<file path="src/rtl/mmc1_regs.sv">
// MMC1 mapper register file: serial 5-bit load port, control/CHR/PRG registers and the
// combinational bank/mirroring outputs derived from them.
//
// Ports:
//   clk_cpu    - single clock; all state updates on its rising edge
//   rst_n      - asynchronous active-low reset
//   m2         - CPU phi2, sampled on clk_cpu; a falling edge marks the end of a CPU cycle
//   cpu_addr   - CPU A14..A0
//   cpu_data_i - CPU write data
//   cpu_rw     - 1 = read, 0 = write
//   romsel     - active-low select for $8000-$FFFF
//   ppu_addr   - PPU address
//   prg_a      - PRG ROM A17..A14
//   chr_a      - CHR A16..A12
//   ciram_a10  - nametable select
//   prg_ram_en - high when $6000-$7FFF PRG RAM is enabled
//
// Build option: define MMC1_CONSEC_WRITE_FILTER_EN to ignore a write whose preceding CPU
// cycle was also a $8000-$FFFF write (read-modify-write double-write suppression).

module mmc1_regs #(
    parameter logic [3:0] LAST_BANK = 4'hF
) (
    input  logic        clk_cpu,
    input  logic        rst_n,
    input  logic        m2,
    input  logic [14:0] cpu_addr,
    input  logic [7:0]  cpu_data_i,
    input  logic        cpu_rw,
    input  logic        romsel,
    input  logic [13:0] ppu_addr,
    output logic [3:0]  prg_a,
    output logic [4:0]  chr_a,
    output logic        ciram_a10,
    output logic        prg_ram_en
);

    localparam logic [4:0] ShiftEmpty = 5'b10000;
    localparam logic [4:0] CtrlReset  = 5'h0C;

    logic       m2_d, m2_q, m2_qq_d, m2_qq;
    logic [4:0] shift_d, shift_q;
    logic [4:0] control_d, control_q;
    logic [4:0] chr0_d, chr0_q;
    logic [4:0] chr1_d, chr1_q;
    logic [4:0] prg_d, prg_q;
    logic       m2_fall, is_wr, accept;
    logic [4:0] load_val;

`ifdef MMC1_CONSEC_WRITE_FILTER_EN
    logic wr_prev_d, wr_prev_q;
`endif

    always_comb begin
        m2_d      = m2;
        m2_qq_d   = m2_q;
        shift_d   = shift_q;
        control_d = control_q;
        chr0_d    = chr0_q;
        chr1_d    = chr1_q;
        prg_d     = prg_q;

        // One fall of the registered phi2 per CPU cycle.
        m2_fall  = m2_qq & ~m2_q;
        is_wr    = ~cpu_rw & ~romsel;
        load_val = {cpu_data_i[0], shift_q[4:1]};

`ifdef MMC1_CONSEC_WRITE_FILTER_EN
        wr_prev_d = wr_prev_q;
        if (m2_fall) begin
            wr_prev_d = is_wr;
        end
        accept = m2_fall & is_wr & ~wr_prev_q;
`else
        accept = m2_fall & is_wr;
`endif

        if (accept) begin
            if (cpu_data_i[7]) begin
                // Reload wins even when this would have been the fifth write.
                shift_d        = ShiftEmpty;
                control_d[3:2] = 2'b11;
            end else if (shift_q[0]) begin
                // Marker bit reached bit 0: this write completes the 5-bit value.
                shift_d = ShiftEmpty;
                unique case (cpu_addr[14:13])
                    2'd0: control_d = load_val;
                    2'd1: chr0_d    = load_val;
                    2'd2: chr1_d    = load_val;
                    2'd3: prg_d     = load_val;
                    default: ;
                endcase
            end else begin
                shift_d = load_val;
            end
        end
    end

    always_ff @(posedge clk_cpu or negedge rst_n) begin
        if (!rst_n) begin
            m2_q      <= 1'b0;
            m2_qq     <= 1'b0;
            shift_q   <= ShiftEmpty;
            control_q <= CtrlReset;
            chr0_q    <= 5'h00;
            chr1_q    <= 5'h00;
            prg_q     <= 5'h00;
        end else begin
            m2_q      <= m2_d;
            m2_qq     <= m2_qq_d;
            shift_q   <= shift_d;
            control_q <= control_d;
            chr0_q    <= chr0_d;
            chr1_q    <= chr1_d;
            prg_q     <= prg_d;
        end
    end

`ifdef MMC1_CONSEC_WRITE_FILTER_EN
    always_ff @(posedge clk_cpu or negedge rst_n) begin
        if (!rst_n) begin
            wr_prev_q <= 1'b0;
        end else begin
            wr_prev_q <= wr_prev_d;
        end
    end
`endif

    always_comb begin
        unique case (control_q[1:0])
            2'd0: ciram_a10 = 1'b0;
            2'd1: ciram_a10 = 1'b1;
            2'd2: ciram_a10 = ppu_addr[10];
            2'd3: ciram_a10 = ppu_addr[11];
            default: ciram_a10 = 1'b0;
        endcase

        unique case (control_q[3:2])
            2'd0, 2'd1: prg_a = {prg_q[3:1], cpu_addr[14]};
            2'd2:       prg_a = cpu_addr[14] ? prg_q[3:0] : 4'h0;
            2'd3:       prg_a = cpu_addr[14] ? LAST_BANK : prg_q[3:0];
            default:    prg_a = 4'h0;
        endcase

        if (control_q[4]) begin
            chr_a = ppu_addr[12] ? chr1_q : chr0_q;
        end else begin
            chr_a = {chr0_q[4:1], ppu_addr[12]};
        end

        prg_ram_en = ~prg_q[4];
    end

    logic unused_inputs;
    assign unused_inputs = ^{cpu_addr[12:0], cpu_data_i[6:1], ppu_addr[13], ppu_addr[9:0]};

endmodule

</file>
<file path="config.mk">
export PLATFORM = sky130hd
export DESIGN_NAME = mmc1_regs
export DESIGN_NICKNAME = d
export VERILOG_FILES = /design/src/rtl/mmc1_regs.sv
export SDC_FILE = /design/constraint.sdc
export NUM_CORES = 1
export LEC_CHECK = 0
export BUFFER_PORTS_ARGS = -buffer_cell sky130_fd_sc_hd__buf_2
export CAP_MARGIN = 20
export CORE_MARGIN = 2
export CORE_UTILIZATION = 46
export CTS_CLUSTER_DIAMETER = 30
export DETAILED_ROUTE_END_ITERATION = 8
export PLACE_DENSITY_LB_ADDON = 0.2
export SETUP_SLACK_MARGIN = 0.4
export SLEW_MARGIN = 30
export SYNTH_ARGS = -nofsm -noshare
export SYNTH_HDL_FRONTEND = slang
export SYNTH_SLANG_ARGS = --single-unit
</file>
<file path="constraint.sdc">
create_clock -name clk_cpu -period 2.1 [get_ports clk_cpu]
set_clock_uncertainty 0.15 [all_clocks]
set_input_delay 0.315 -clock clk_cpu [delete_from_list [all_inputs] [get_ports clk_cpu]]
set_output_delay 0.315 -clock clk_cpu [all_outputs]
set_load 0.005 [all_outputs]
</file>
======== Yosys cells after proc, flatten, opt, wreduce, memory -nomap -nowiden ========
Cells that the tools add are included.
word-level totals
  output and inout bits ................... 11
  RAM bits ................................ 0
  bits in latches ......................... 0
  flip-flop bits (word level) ............. 27
  memories kept ........................... 0
  bits in read-only memories .............. 0
  input bits .............................. 42
  word-level logic and storage cells ...... 47
cells by class
  bitwise logic cells ..................... 8
  $add $sub $neg .......................... 0
  divide/modulo/power cells ............... 0
  order comparisons ....................... 0
  multiplexer cells ....................... 11
  reductions and logical operators ........ 11
  eq/ne operators ......................... 9
  $mul .................................... 0
  shift operators ......................... 0
operator list
  kind                                                                    number
  5-bit 2-to-1 mux                                                        4
  4-bit 2-to-1 mux                                                        4
  4-bit AND reduction                                                     4
  2-bit equality test (second input constant)                             6
  4-bit one-hot mux with 3 select lines                                   1
  2-bit by 1-bit equality test with 1-bit output (second input constant)  3
  2-bit zero test                                                         3
  1-bit inverter                                                          5
  1-bit one-hot mux with 4 select lines                                   1
  2-bit nonzero test                                                      2
  1-bit AND                                                               3
  3-bit AND reduction                                                     1
  2-bit 2-to-1 mux                                                        1
  2-bit OR reduction                                                      1

======== Longest topological paths before layout ========
Gate-level depths: netlist of run 1.
  depth after elaboration ................. 4
  mapped depth ............................ 4
  depth with buffers taken out ............ 3

======== Worst setup path before layout of run 1 ========
OpenSTA, ideal clock, no wires.
  path type ............................... reg-to-reg
  from .................................... reg m2_q
  to ...................................... reg control_q[4]
  path buffers ............................ 1
  arrival ................................. 1.677 ns
  stages on the path, launching flop included .. 5
  library setup time ...................... 0.125 ns
  required time ........................... 1.825 ns
  slack ................................... 0.148 ns
  clock period less this slack ............ 1.952 ns
  cell sequence ........................... dfrtp_1 -> or4b_1 -> buf_2 -> nor4b_4 -> mux2_2
on the way
  longest elaborated chain between the ends .. 4
ends and longest elaborated chain
  what                                  line  text
  start, declared                       41    logic m2_d, m2_q, m2_qq_d, m2_qq;
  start signal, assigned                109   m2_q <= m2_d;
  1-bit inverter                        64    m2_fall = m2_qq & ~m2_q;
  1-bit AND                             64
  1-bit AND                             75    accept = m2_fall & is_wr;
  4-bit AND reduction (no source line)  --
  end signal, assigned                  104   control_q <= CtrlReset;
  end signal, assigned                  112   control_q <= control_d;
  end, declared                         43    logic [4:0] control_d, control_q;
Every way passes these cells.
A chain may end at the register's enable or synchronous reset.

======== Final worst setup path of run 1 ========
  from .................................... reg m2_q
  to ...................................... reg prg_q[0]
on the way
  longest elaborated chain between the ends .. 4
ends and longest elaborated chain
  what                                  line  text
  1-bit inverter                        64
  1-bit AND                             64
  1-bit AND                             75
  4-bit AND reduction (no source line)  --
  end signal, assigned                  115   prg_q <= prg_d;
  end, declared                         46    logic [4:0] prg_d, prg_q;
Every way passes these cells.

==> impl_metrics.env, run 1 <==
export IMPL_status="completed"
export IMPL_grt_max_degree=28
export IMPL_detail_route_antenna_nets=0
export IMPL_p_leak_nw=0.830
export IMPL_fin_crit_sh_pct=89.9
export IMPL_power_density_nw_per_um2=520
export IMPL_fin_nets=188
export IMPL_fillers=207
export IMPL_layout_common_cells="24 x dfrtp_1, 18 x buf_2, 12 x mux2_4, 10 x mux2_2"
export IMPL_netlist_area_um2=1260
export IMPL_dp_hpwl_um=1680
export IMPL_met3_length_um=117
export IMPL_peakVddDrop_mv=0.349
export IMPL_numPortBuffers=22
export IMPL_yosys_area_share_simple_pct=17.7
export IMPL_die_h_um=56.3
export IMPL_cts_tree="built"
export IMPL_rsz0062_at_grt="yes"
export IMPL_tightestPinTransition_ns=0.599
export IMPL_netlist_instances=107
export IMPL_yosys_warnings=0
export IMPL_critPathCaptureType="flop"
export IMPL_wl_met2_um=1390
export IMPL_async_reset_ff_share_pct=100
export IMPL_slowest_delay_ns=0.41
export IMPL_max_cap_violations=0
export IMPL_gp_congestion=0.783
export IMPL_diodes=0
export IMPL_initial_core_util_pct=49.8
export IMPL_avgSynthCellArea_um2=11.7
export IMPL_cp_required_ns=2.18
export IMPL_synth_top_family_by_area="multiplexers"
export IMPL_die_area_um2=3160
export IMPL_layout_setup_ws_ns=0.212
export IMPL_critical_path_max_fanout=5
export IMPL_drv_slew=0
export IMPL_root_buffer="clkbuf_4"
export IMPL_row_count=18
export IMPL_synthDistinctLibCells=22
export IMPL_dp_slack_ns=0.113
export IMPL_synthAdderAreaFrac_pct=0
export IMPL_drive_gt1_share_pct=55.2
export IMPL_chipWidth_um=56.3
export IMPL_clock_latency_ns=0.33
export IMPL_first_pass_iters=4
export IMPL_crit_chain="buf_4, buf_6, nor4b_4, and4_4, mux2_4"
export IMPL_clock_sinks=27
export IMPL_min_period_ns=1.89
export IMPL_htreeDepth=1
export IMPL_track_usage_pct=18.2
export IMPL_crit_type="flop to flop"
export IMPL_synth_top_area_share_pct=47.8
export IMPL_worstHoldPathType="primary input to flop"
export IMPL_core_region_area_um2=2520
export IMPL_antenna_found_initial=0
export IMPL_fin_cells=175
export IMPL_crit_path_start_kind="flop"
export IMPL_final_seq_area_um2=679
export IMPL_crit_family="simple AND/OR/NAND/NOR gates"
export IMPL_multi_input_area_um2=657
export IMPL_top_level_ports=53
export IMPL_synth_seq_cells=27
export IMPL_avgViaCountPerCell=5.58
export IMPL_cts_buffer_depth=2
export IMPL_met1_length_um=1100
export IMPL_clk_transition_reported_paths_ns=0.14
export IMPL_final_setup_viol_count=0
export IMPL_hold_violations=0
export IMPL_syn2layout_area_growth_pct=34.3
export IMPL_wire_per_inst_um=15.3
export IMPL_max_freq_mhz=530
export IMPL_cts_buffers=3
export IMPL_synth_area_top_cells="dfrtp_1 48%, mux2_2 20%, dfstp_2 6.3%"
export IMPL_drt_iter0_drc=12
export IMPL_synth_edf_count=0
export IMPL_ys_seq_area_share_pct=54.1
export IMPL_first_global_vias=999
export IMPL_grt_pass1_wl_um=4450
export IMPL_synth_largest_area_cell="dfrtp_1"
export IMPL_drc_errors=0
export IMPL_synth_area_mux_share_pct=19.7
export IMPL_relSlewSlack_pct=60.0
export IMPL_worst_path_buf_inv=2
export IMPL_grt_ovfl_total=0
export IMPL_wirelength_um=2690
export IMPL_cp_slowest_cell="dfrtp_1"
export IMPL_top_layer="met4"
export IMPL_synth_xor_area_share_pct=0
export IMPL_dp_cells=158
export IMPL_crit_arrival_ns=1.97
export IMPL_synth_nets=149
export IMPL_setup_tns_ns=0
export IMPL_vias=976
export IMPL_synthFlopType="dfrtp_1"
export IMPL_layout_commonest_cell="dfrtp_1"
export IMPL_synth_compound_area_share_pct=6.57
area by class of cell:
cell class	instances	share of cell area, %
timing repair buffer	37	16.1
clock inverter	1	0.445
multi-input combinational	74	38.9
sequential	27	40.3
tap	30	2.23
inverter	3	0.668
clock buffer	3	1.34
power breakdown:
part / switching [mW] / leakage [nW] / total, mW / internal [mW]
Sequential: 0.0249 / 0.361 / 0.564 / 0.539
Combinational: 0.0469 / 0.455 / 0.0846 / 0.0378
Clock: 0.155 / 0.0139 / 0.228 / 0.0729
Total: 0.226 / 0.830 / 0.876 / 0.650
through the flow:
step	total power [mW]	instance area, um^2	hold slack [ns]	util (%)
floorplan	0.594	1280	-0.131	-
global route	0.921	1690	0.164	66.9
detailed placement	0.637	1430	0.194	56.5
finish	0.876	1690	0.142	66.9
global placement	0.634	1430	0.190	56.5
CTS	0.876	1650	0.134	65.4
cells in the mapped netlist (2+ instances only):
library cell / instances
dfrtp_1: 24
mux2_2: 22
a21oi_1: 10
nand2_1: 10
nor2_1: 9
nand3_1: 4
dfstp_2: 3
inv_1: 3
nor3_1: 3
a211oi_1: 2
a31oi_1: 2
clkbuf_1: 2
nand2b_1: 2
nand4b_1: 2
nor4b_4: 2
per-layer routing:
layer  vias to the layer above  global-route usage [%]
met2                        35                    31.8
met3                         8                    2.07
met4                         0                    9.52
met5                         -                       0
met1                       477                    21.8
li1                        456                       -
cells by family after synthesis:
group,after synthesis
flops,27
compound gates,15
simple gates,37
buf+inv,6
mux,22
worst paths after layout:
kind	from	end	slack, ns	depth (start not counted)
setup / recovery	m2_q$_DFF_PN0_	prg_q[0]$_DFFE_PN0P_	0.21	5
hold / removal	cpu_data_i[7]	control_q[3]$_DFFE_PN1P_	0.14	3
setup reg to reg	m2_q$_DFF_PN0_	prg_q[0]$_DFFE_PN0P_	0.21	5
hold reg to reg	chr1_q[3]$_DFFE_PN0P_	chr1_q[3]$_DFFE_PN0P_	0.38	1
max in group asynchronous	rst_n	chr1_q[0]$_DFFE_PN0P_	1.05	2
min in group asynchronous	rst_n	chr0_q[3]$_DFFE_PN0P_	0.36	2
sequential cells by signal, indices dropped and copies added, names as in the netlist:
signal,cells
chr0_q,5
chr1_q,5
m2_qq,1
control_q,5
shift_q,5
prg_q,5
m2_q,1
timing repair:
item	CTS	global route
gates resized for setup	26	6
hold buffers	2	0
setup buffers	9	2
endpoints found under the hold margin	25	0
pin swaps	13	7
setup endpoints to repair	26	28
tightest hold or removal path: cells and delay by family:
kind	cells	cell delay, ns
buf+inv	1	0.14
compound gates	1	0.07
simple gates	1	0.10
Note: power is estimated with default switching activity, not from simulation.
==> run 2: changes to the inputs <==
--- a/config.mk
+++ b/config.mk
@@ -12,6 +12,7 @@
 export CTS_CLUSTER_DIAMETER = 30
 export DETAILED_ROUTE_END_ITERATION = 8
 export PLACE_DENSITY_LB_ADDON = 0.2
+export RECOVER_POWER = 25
 export SETUP_SLACK_MARGIN = 0.4
 export SLEW_MARGIN = 30
 export SYNTH_ARGS = -nofsm -noshare
==> run 2 against run 1 <==
Highest routed layer unchanged; global-route usage is the same; non-clock buffer count is the same; utilization is the same; critical path type unchanged; critical path depth is the same; largest cell class unchanged; critical endpoint unchanged; flip-flop and latch count is the same; register-to-register slack is essentially flat; combinational power is essentially flat.
==> impl_metrics.env, run 2 (synthesis results as in run 1) <==
export IMPL_status="completed"
export IMPL_cts_buffers=3
export IMPL_crit_type="flop to flop"
export IMPL_first_pass_iters=4
export IMPL_wire_per_inst_um=15.4
export IMPL_layout_commonest_cell="dfrtp_1"
export IMPL_setup_tns_ns=0
export IMPL_core_region_area_um2=2520
export IMPL_min_period_ns=1.89
export IMPL_worstHoldPathType="primary input to flop"
export IMPL_initial_core_util_pct=49.8
export IMPL_crit_arrival_ns=1.97
export IMPL_p_leak_nw=0.829
export IMPL_fillers=207
export IMPL_clock_latency_ns=0.33
export IMPL_gp_congestion=0.783
export IMPL_final_setup_viol_count=0
export IMPL_drc_errors=0
export IMPL_track_usage_pct=18.2
export IMPL_drt_iter0_drc=12
export IMPL_grt_ovfl_total=0
export IMPL_relSlewSlack_pct=60.1
export IMPL_antenna_found_initial=0
export IMPL_numPortBuffers=22
export IMPL_critical_path_max_fanout=5
export IMPL_fin_crit_sh_pct=90.0
export IMPL_dpl_cell_area_um2=1430
export IMPL_avgViaCountPerCell=5.57
export IMPL_root_buffer="clkbuf_4"
export IMPL_reg2reg_depth=5
export IMPL_row_count=18
export IMPL_htreeDepth=1
export IMPL_cts_tree="built"
export IMPL_max_cap_violations=0
export IMPL_grt_pass1_wl_um=4450
export IMPL_final_seq_area_um2=679
export IMPL_rr_startpoint="m2_q$_DFF_PN0_"
export IMPL_power_density_nw_per_um2=520
export IMPL_wirelength_um=2690
export IMPL_max_freq_mhz=529
export IMPL_diodes=0
export IMPL_cts_buffer_depth=2
export IMPL_multi_input_area_um2=657
export IMPL_syn2layout_area_growth_pct=34.3
export IMPL_critPathCaptureType="flop"
export IMPL_hold_depth=3
export IMPL_peakVddDrop_mv=0.349
export IMPL_die_area_um2=3160
export IMPL_hold_violations=0
export IMPL_drv_slew=0
export IMPL_chipWidth_um=56.3
export IMPL_detail_route_antenna_nets=0
export IMPL_top_level_ports=53
export IMPL_grt_max_degree=28
export IMPL_vias=975
export IMPL_layout_common_cells="24 x dfrtp_1, 18 x buf_2, 12 x mux2_4, 10 x mux2_2"
export IMPL_clock_sinks=27
export IMPL_startpoint="m2_q$_DFF_PN0_"
export IMPL_die_h_um=56.3
export IMPL_clk_transition_reported_paths_ns=0.15
export IMPL_dp_hpwl_um=1680
export IMPL_crit_path_start_kind="flop"
export IMPL_hold_worst_slack_ns=0.141
export IMPL_cp_required_ns=2.18
export IMPL_min_from="cpu_data_i[7]"
export IMPL_rsz0062_at_grt="yes"
export IMPL_drive_gt1_share_pct=55.2
export IMPL_rrSetupSlack_ns=0.21
export IMPL_final_design_area_no_fill_um2=1690
export IMPL_tightestPinTransition_ns=0.599
export IMPL_fin_nets=188
export IMPL_first_global_vias=999
==> run 2: changes by cell type in the layout (fill, tap and decap cells not counted), sizes merged <==
cell    delta
clkbuf     +1
buf        -1
==> run 2: final cells by class <==
type | instances | share of cell area (%)
sequential | 27 | 40.3
multi-input combinational | 74 | 38.9
timing repair buffer | 37 | 16.1
tap | 30 | 2.23
clock buffer | 3 | 1.34
inverter | 3 | 0.668
clock inverter | 1 | 0.445
==> run 2: report_power, final <==
group | leakage (nW) | internal (mW) | switching, mW
clock | 0.0139 | 0.0729 | 0.156
sequential | 0.361 | 0.539 | 0.0250
combinational | 0.455 | 0.0377 | 0.0468
==> run 2: metal layers <==
layer / share of wire [%] / track usage [%] / wire (um) / vias to the layer above
li1: - / - / - / 456
met1: 42 / 21.8 / 1120 / 476
met4: 2.8 / 9.52 / 74 / 0
met5: 0 / 0 / 0 / -
met2: 51 / 31.8 / 1380 / 35
met3: 4.4 / 2.07 / 117 / 8
==> run 2: path summary, 6_finish.rpt <==
kind / endpoint
min reg2reg: chr1_q[3]$_DFFE_PN0P_
max in group asynchronous: chr1_q[0]$_DFFE_PN0P_
max: prg_q[0]$_DFFE_PN0P_
max reg2reg: prg_q[0]$_DFFE_PN0P_
min in group asynchronous: chr0_q[3]$_DFFE_PN0P_
min: control_q[3]$_DFFE_PN1P_
==> run 2: critical path, cell delays in order, from the launching register on <==
cell and delay (ns):
dfrtp_1 0.41, clkbuf_4 0.14, buf_6 0.11, nor4b_4 0.32, and4_4 0.36, mux2_4 0.31
==> run 2: timing repair <==
item	in CTS	in global routing
hold buffers	2	0
endpoints found under the setup margin	26	28
pin swaps	13	7
resized for setup	26	6
hold endpoints to repair	25	0
setup buffers	9	2
==> run 2: per-stage QoR <==
| step | util, % | power, mW | instances | setup slack, ns |
|---|---|---|---|---|
| after global routing | 66.9 | 0.921 | 175 | 0.143 |
| after global placement | 56.5 | 0.634 | 158 | 0.123 |
| final | 66.9 | 0.877 | 175 | 0.209 |
| after floorplan | - | 0.594 | 107 | 0.150 |
| after CTS | 65.4 | 0.876 | 173 | 0.227 |
| after detailed placement | 56.5 | 0.637 | 158 | 0.113 |
